**src/rtl/sd_data_master_fsm_pkg.sv**
```systemverilog
// Shared constants and state encoding for the SD data-path sequencer.
// Status bit positions are shared with the interrupt logic that reads int_status_o.
package sd_data_master_fsm_pkg;

    localparam int DATA_TIMEOUT_W = 24;
    localparam int INT_DATA_SIZE  = 5;

    localparam int INT_DATA_CC    = 0;
    localparam int INT_DATA_EI    = 1;
    localparam int INT_DATA_CTE   = 2;
    localparam int INT_DATA_CCRCE = 3;
    localparam int INT_DATA_CFE   = 4;

    typedef enum logic [1:0] {
        IDLE          = 2'd0,
        START_TX_FIFO = 2'd1,
        START_RX_FIFO = 2'd2,
        DATA_TRANSFER = 2'd3
    } state_t;

endpackage

```
**src/rtl/sd_data_master_fsm.sv**
```systemverilog
// Data-path sequencer: starts TX/RX block transfers, watches FIFO health, CRC and
// a watchdog, and records one outcome per transfer in sticky status bits.
module sd_data_master_fsm #(
    parameter int DATA_TIMEOUT_W = sd_data_master_fsm_pkg::DATA_TIMEOUT_W,
    parameter int INT_DATA_SIZE  = sd_data_master_fsm_pkg::INT_DATA_SIZE
) (
    input  logic                      sd_clk,
    input  logic                      rst,
    input  logic                      start_tx_i,
    input  logic                      start_rx_i,
    input  logic [DATA_TIMEOUT_W-1:0] timeout_i,
    output logic                      d_write_o,
    output logic                      d_read_o,
    input  logic                      tx_fifo_empty_i,
    input  logic                      rx_fifo_full_i,
    input  logic                      xfr_complete_i,
    input  logic                      crc_ok_i,
    output logic [INT_DATA_SIZE-1:0]  int_status_o,
    input  logic                      int_status_rst_i
);
    import sd_data_master_fsm_pkg::*;

    localparam logic [DATA_TIMEOUT_W-1:0] WD_ONE = DATA_TIMEOUT_W'(1);

    state_t                    state_reg;
    state_t                    state_next;
    logic [DATA_TIMEOUT_W-1:0] watchdog_reg;
    logic                      tx_cycle_reg;
    logic                      trans_done_reg;
    logic                      d_write_reg;
    logic                      d_read_reg;
    logic [INT_DATA_SIZE-1:0]  int_status_reg;

    logic                      active;
    logic                      fifo_err;
    logic                      wd_expired;
    logic                      abort_event;
    logic                      end_event;
    logic [INT_DATA_SIZE-1:0]  status_set;

    always_comb begin
        state_next = state_reg;
        case (state_reg)
            IDLE: begin
                if (start_tx_i)
                    state_next = START_TX_FIFO;
                else if (start_rx_i)
                    state_next = START_RX_FIFO;
            end
            START_TX_FIFO: begin
                if (!tx_fifo_empty_i && !xfr_complete_i)
                    state_next = DATA_TRANSFER;
            end
            START_RX_FIFO: begin
                if (!xfr_complete_i)
                    state_next = DATA_TRANSFER;
            end
            DATA_TRANSFER: begin
                if (trans_done_reg)
                    state_next = IDLE;
            end
            default: state_next = IDLE;
        endcase
    end

    // Outcome decode; priority FIFO error > timeout > completion, once per transfer.
    assign active      = (state_reg == DATA_TRANSFER) && !trans_done_reg;
    assign fifo_err    = tx_cycle_reg ? tx_fifo_empty_i : rx_fifo_full_i;
    assign wd_expired  = (timeout_i != '0) && (watchdog_reg >= timeout_i);
    assign abort_event = active && (fifo_err || wd_expired);
    assign end_event   = active && (fifo_err || wd_expired || xfr_complete_i);

    always_comb begin
        status_set = '0;
        if (active) begin
            if (fifo_err) begin
                status_set[INT_DATA_CFE] = 1'b1;
                status_set[INT_DATA_EI]  = 1'b1;
            end else if (wd_expired) begin
                status_set[INT_DATA_CTE] = 1'b1;
                status_set[INT_DATA_EI]  = 1'b1;
            end else if (xfr_complete_i) begin
                if (crc_ok_i) begin
                    status_set[INT_DATA_CC] = 1'b1;
                end else begin
                    status_set[INT_DATA_CCRCE] = 1'b1;
                    status_set[INT_DATA_EI]    = 1'b1;
                end
            end
        end
    end

    always_ff @(posedge sd_clk) begin
        if (rst) begin
            state_reg      <= IDLE;
            watchdog_reg   <= '0;
            tx_cycle_reg   <= 1'b0;
            trans_done_reg <= 1'b0;
            d_write_reg    <= 1'b0;
            d_read_reg     <= 1'b0;
        end else begin
            state_reg <= state_next;
            case (state_reg)
                IDLE: begin
                    d_write_reg    <= 1'b0;
                    d_read_reg     <= 1'b0;
                    tx_cycle_reg   <= 1'b0;
                    trans_done_reg <= 1'b0;
                    watchdog_reg   <= '0;
                end
                START_TX_FIFO: begin
                    tx_cycle_reg <= 1'b1;
                    if (!tx_fifo_empty_i)
                        d_write_reg <= 1'b1;
                end
                START_RX_FIFO: begin
                    d_read_reg <= 1'b1;
                end
                DATA_TRANSFER: begin
                    // Once done, outputs freeze so an abort pair lasts until IDLE clears it.
                    if (!trans_done_reg) begin
                        d_write_reg    <= abort_event;
                        d_read_reg     <= abort_event;
                        trans_done_reg <= end_event;
                        if (watchdog_reg != '1)
                            watchdog_reg <= watchdog_reg + WD_ONE;
                    end
                end
                default: begin
                    d_write_reg <= 1'b0;
                    d_read_reg  <= 1'b0;
                end
            endcase
        end
    end

    // A set in the same cycle as a clear wins so no outcome is lost.
    always_ff @(posedge sd_clk) begin
        if (rst)
            int_status_reg <= '0;
        else
            int_status_reg <= (int_status_rst_i ? '0 : int_status_reg) | status_set;
    end

    assign d_write_o    = d_write_reg;
    assign d_read_o     = d_read_reg;
    assign int_status_o = int_status_reg;

endmodule

```
**config.mk**
```make
export PLATFORM = sky130hd
export DESIGN_NAME = sd_data_master_fsm
export DESIGN_NICKNAME = d
export VERILOG_FILES = /design/src/rtl/sd_data_master_fsm_pkg.sv /design/src/rtl/sd_data_master_fsm.sv
export SDC_FILE = /design/constraint.sdc
export NUM_CORES = 1
export LEC_CHECK = 0
export CELL_PAD_IN_SITES_DETAIL_PLACEMENT = 1
export CELL_PAD_IN_SITES_GLOBAL_PLACEMENT = 2
export CORE_MARGIN = 3
export CORE_UTILIZATION = 34
export DETAILED_ROUTE_END_ITERATION = 8
export PLACE_DENSITY_LB_ADDON = 0.1
export RECOVER_POWER = 50
export SLEW_MARGIN = 10
export SYNTH_ARGS = -nofsm -noshare
export SYNTH_HDL_FRONTEND = slang
export SYNTH_SLANG_ARGS = --single-unit
```
**constraint.sdc**
```tcl
create_clock -name sd_clk -period 5.3 [get_ports sd_clk]
set_input_delay 1.06 -clock sd_clk [delete_from_list [all_inputs] [get_ports sd_clk]]
set_output_delay 1.06 -clock sd_clk [all_outputs]
set_load 0.01 [all_outputs]
```
==> flow_summary.toml <==
[run_status]
status = "finished, final reports clean"

[yosys]
synthFlopType = "dfxtp_1"
synth_top_cell_by_area = "dfxtp_1"
yosysTopAreaCellShare_pct = 28.53
async_flop_share_pct = 0
syn_avg_cell_area_sq_um = 8.326
netlist_area_sq_um = 2456
ys_seq_area_share_pct = 28.53
ys_seq_elements = 35
yosys_warnings = 0
syn_nets = 359
synth_cell_type_count = 46
synth-edff-count = 0
postSynthCellCount = 295
synth_area_leaders = "dfxtp_1 29%, ha_1 16%, nor2_1 5.3%, xor2_1 5.0%, inv_1 4.6%"

[place]
place.gp.congestion = 0.7503
dp.cells = 426
dp_hpwl_mm = 5.245
port-buffer-count = 39

[timing]
rsz0062_at_grt = "no"
hold_viol_final = 0
tightestPinTransition_ns = 0.8984
fmax_mhz = 318.4
setup_viol = 0
slew_viol_final = 0
layout_min_cycle_time_ns = 3.141
maxSlewHeadroom_pct = 40.11
timing.final.crit_share_pct = 59.26
skew_ns = 0.005906
tns_ns = 0

[critical_path]
critPathTopFamily = "compound AO/OA/AOI/OAI gates"
crit_path_end_kind = "register"
setup.worst_path.start_class = "input pin"
cp_slowest_cell = "o21ai_1"
crit_arrival_ns = 3.27
critPathKind = "input pin to register"
path_buf_inv = 2
path_cells = "clkdlybuf4s50_1, inv_1, ha_1, a211oi_1, nor2_1, nor3_1, a211oi_1, o21ai_1, a311oi_1"
cp.required_ns = 5.43
path_max_fanout = 7
cp_slowest_stage_delay_ns = 0.56
critPathMostFrequentCell = "a211oi_1"

[routing]
wirelength_mm = 6.490
vias = 2254
drt-initial-drc-count = 85
drtPass1Iterations = 4
drcViolationCount = 0
wl_per_cell_microns = 14.95
viasPerCell = 5.194
detail-route-antenna-nets = 0

[final_layout]
fillers = 849
synthToLayoutAreaGrowth_pct = 24.10
finalNetCount = 401
instances_no_fill = 434
largest_reg_flops = 24
drive_above_1_share_pct = 5.325
n_antenna_cell = 0

[clock_tree]
worst_skew_pair.late_latency_ns = 0.29
numCtsBuffers = 5
cts-root-buf = "clkbuf_8"
clkTransAtPathRegs_ns = 0.07
clockBufferDepth = 2
clock_sinks = 35
h-tree-depth = 2
post_cts_buffers = 0
ctsResizeCount = 0
cts_hold_buf = 0
tritoncts = "yes"

[hold_path]
hp-class = "register to register"

[global_routing]
gr-usage-all-layers_pct = 16.54
grt_max_degree = 23
grt_overflow_total = 0
grt_pass1_vias = 2386
antenna_found_initial = 0
grt_pass1_wl_mm = 11.21

[floorplanning]
fp.dieW_microns = 91.00
num_rows = 30
start_util_pct = 35.56
die_area_sq_um = 8280
die_h_microns = 91.00
io_pins = 40
core_area_sq_um = 6907

[pwr]
peakVddDrop_mv = 0.1806
p_per_area_nw_per_um2 = 252.7
leakage_nw = 1.201

[run]
max_cap_viol_count = 0
## cells in the mapped netlist, types with 6 or more instances
cell type / instances
nor3_1: 9
xnor2_1: 6
inv_1: 30
ha_1: 31
a211oi_1: 9
o21ai_0: 6
a21oi_1: 18
o21ai_1: 6
dfxtp_1: 35
nor4_1: 6
nand2_1: 18
nand3_1: 7
xor2_1: 14
nand4_1: 11
nor2_1: 35
## path summary, 6_finish.rpt
kind	start	to	slack [ns]	cells after the start
setup reg to reg	watchdog_reg[2]	int_status_o[1]	3.03	7
hold / removal	int_status_o[2]	int_status_o[2]	0.47	2
hold reg to reg	int_status_o[2]	int_status_o[2]	0.47	2
setup / recovery	timeout_i[13]	int_status_o[1]	2.16	9
## cells by family (layout without fill, tap and decap cells)
kind of cell | Yosys count | in the layout | share of synthesized area (%)
and+or+nand+nor | 112 | 112 | 23.79
AOI/OAI and AO/OA | 60 | 60 | 18.14
adders and majority gates | 31 | 31 | 15.79
buffers and inverters | 34 | 77 | 5.349
DFF | 35 | 35 | 28.53
muxes | 3 | 3 | 1.274
xor gates and xnor gates | 20 | 20 | 7.132
## metal layers
layer,routed length (microns),GRT usage [%]
met5,0,0
met4,74,4.774
met3,250,3.977
met2,3026,28.33
met1,3139,20.55
## layout make-up
type	count	area, sq um	share of cell area (%)
inverters	30	112.6	3.695
clock buffers	8	100.1	3.284
multi-input cells	226	1624	53.28
well taps	96	120.1	3.941
flip-flops and latches	35	700.7	22.99
repair buffers	39	390.4	12.81
## per-stage QoR
stage | utilization, % | hold WS, ns | area, sq um | power (W) | setup slack, ns
4_1_cts | 44.13 | 0.4899 | 3048 | 0.0007848 | 2.174
5_1_grt | 44.13 | 0.5132 | 3048 | 0.0008308 | 2.043
3_3_place_gp | 42.68 | 0.4635 | 2948 | 0.0005619 | 1.953
2_1_floorplan | - | 0.4802 | 2456 | 0.0004754 | 2.697
6_report | 44.13 | 0.4741 | 3048 | 0.0007701 | 2.159
3_5_place_dp | 42.68 | 0.4718 | 2948 | 0.0005650 | 1.850
## worst reg2reg max path: cells and delay by family (launching register included)
| kind | cells | cell delay [ns] |
|---|---|---|
| AO/OA/AOI/OAI | 6 | 1.32 |
| flip-flops | 1 | 0.50 |
| adder cells (fa/ha/maj) | 1 | 0.31 |
## report_power, final
group / leakage [nW] / internal [W] / total, W / switching, W
clock: 0.0515 / 0.000119 / 0.000215 / 0.0000963
sequential: 0.283 / 0.000279 / 0.000294 / 0.0000151
combinational: 0.867 / 0.000102 / 0.000261 / 0.000159
total: 1.20 / 0.000500 / 0.000770 / 0.000270
## placed cells by master (no fill, tap or decap), types with 2 or more instances in the layout
cell,Yosys,routed
and3_1,3,3
clkbuf_8,0,7
a211oi_1,9,9
a211o_1,2,2
a31oi_1,2,2
xnor2_1,6,6
o21ai_1,6,6
ha_1,31,31
nor2_1,35,35
or3_1,2,2
dlygate4sd3_1,0,9
dfxtp_1,35,35
nand4_1,11,11
nor3_1,9,9
mux2i_1,2,2
nor2b_1,4,4
a21oi_1,18,18
nand2b_1,4,4
a221oi_1,2,2
xor2_1,14,14
a2111oi_4,2,2
inv_1,30,30
nand3_1,7,7
nor4_1,6,6
o41ai_2,2,2
o21ai_0,6,6
and2_1,4,4
nor3_2,2,2
clkdlybuf4s50_1,0,30
nand2_1,18,18
o2111ai_1,3,3
Power figures use the tool's default switching activity.
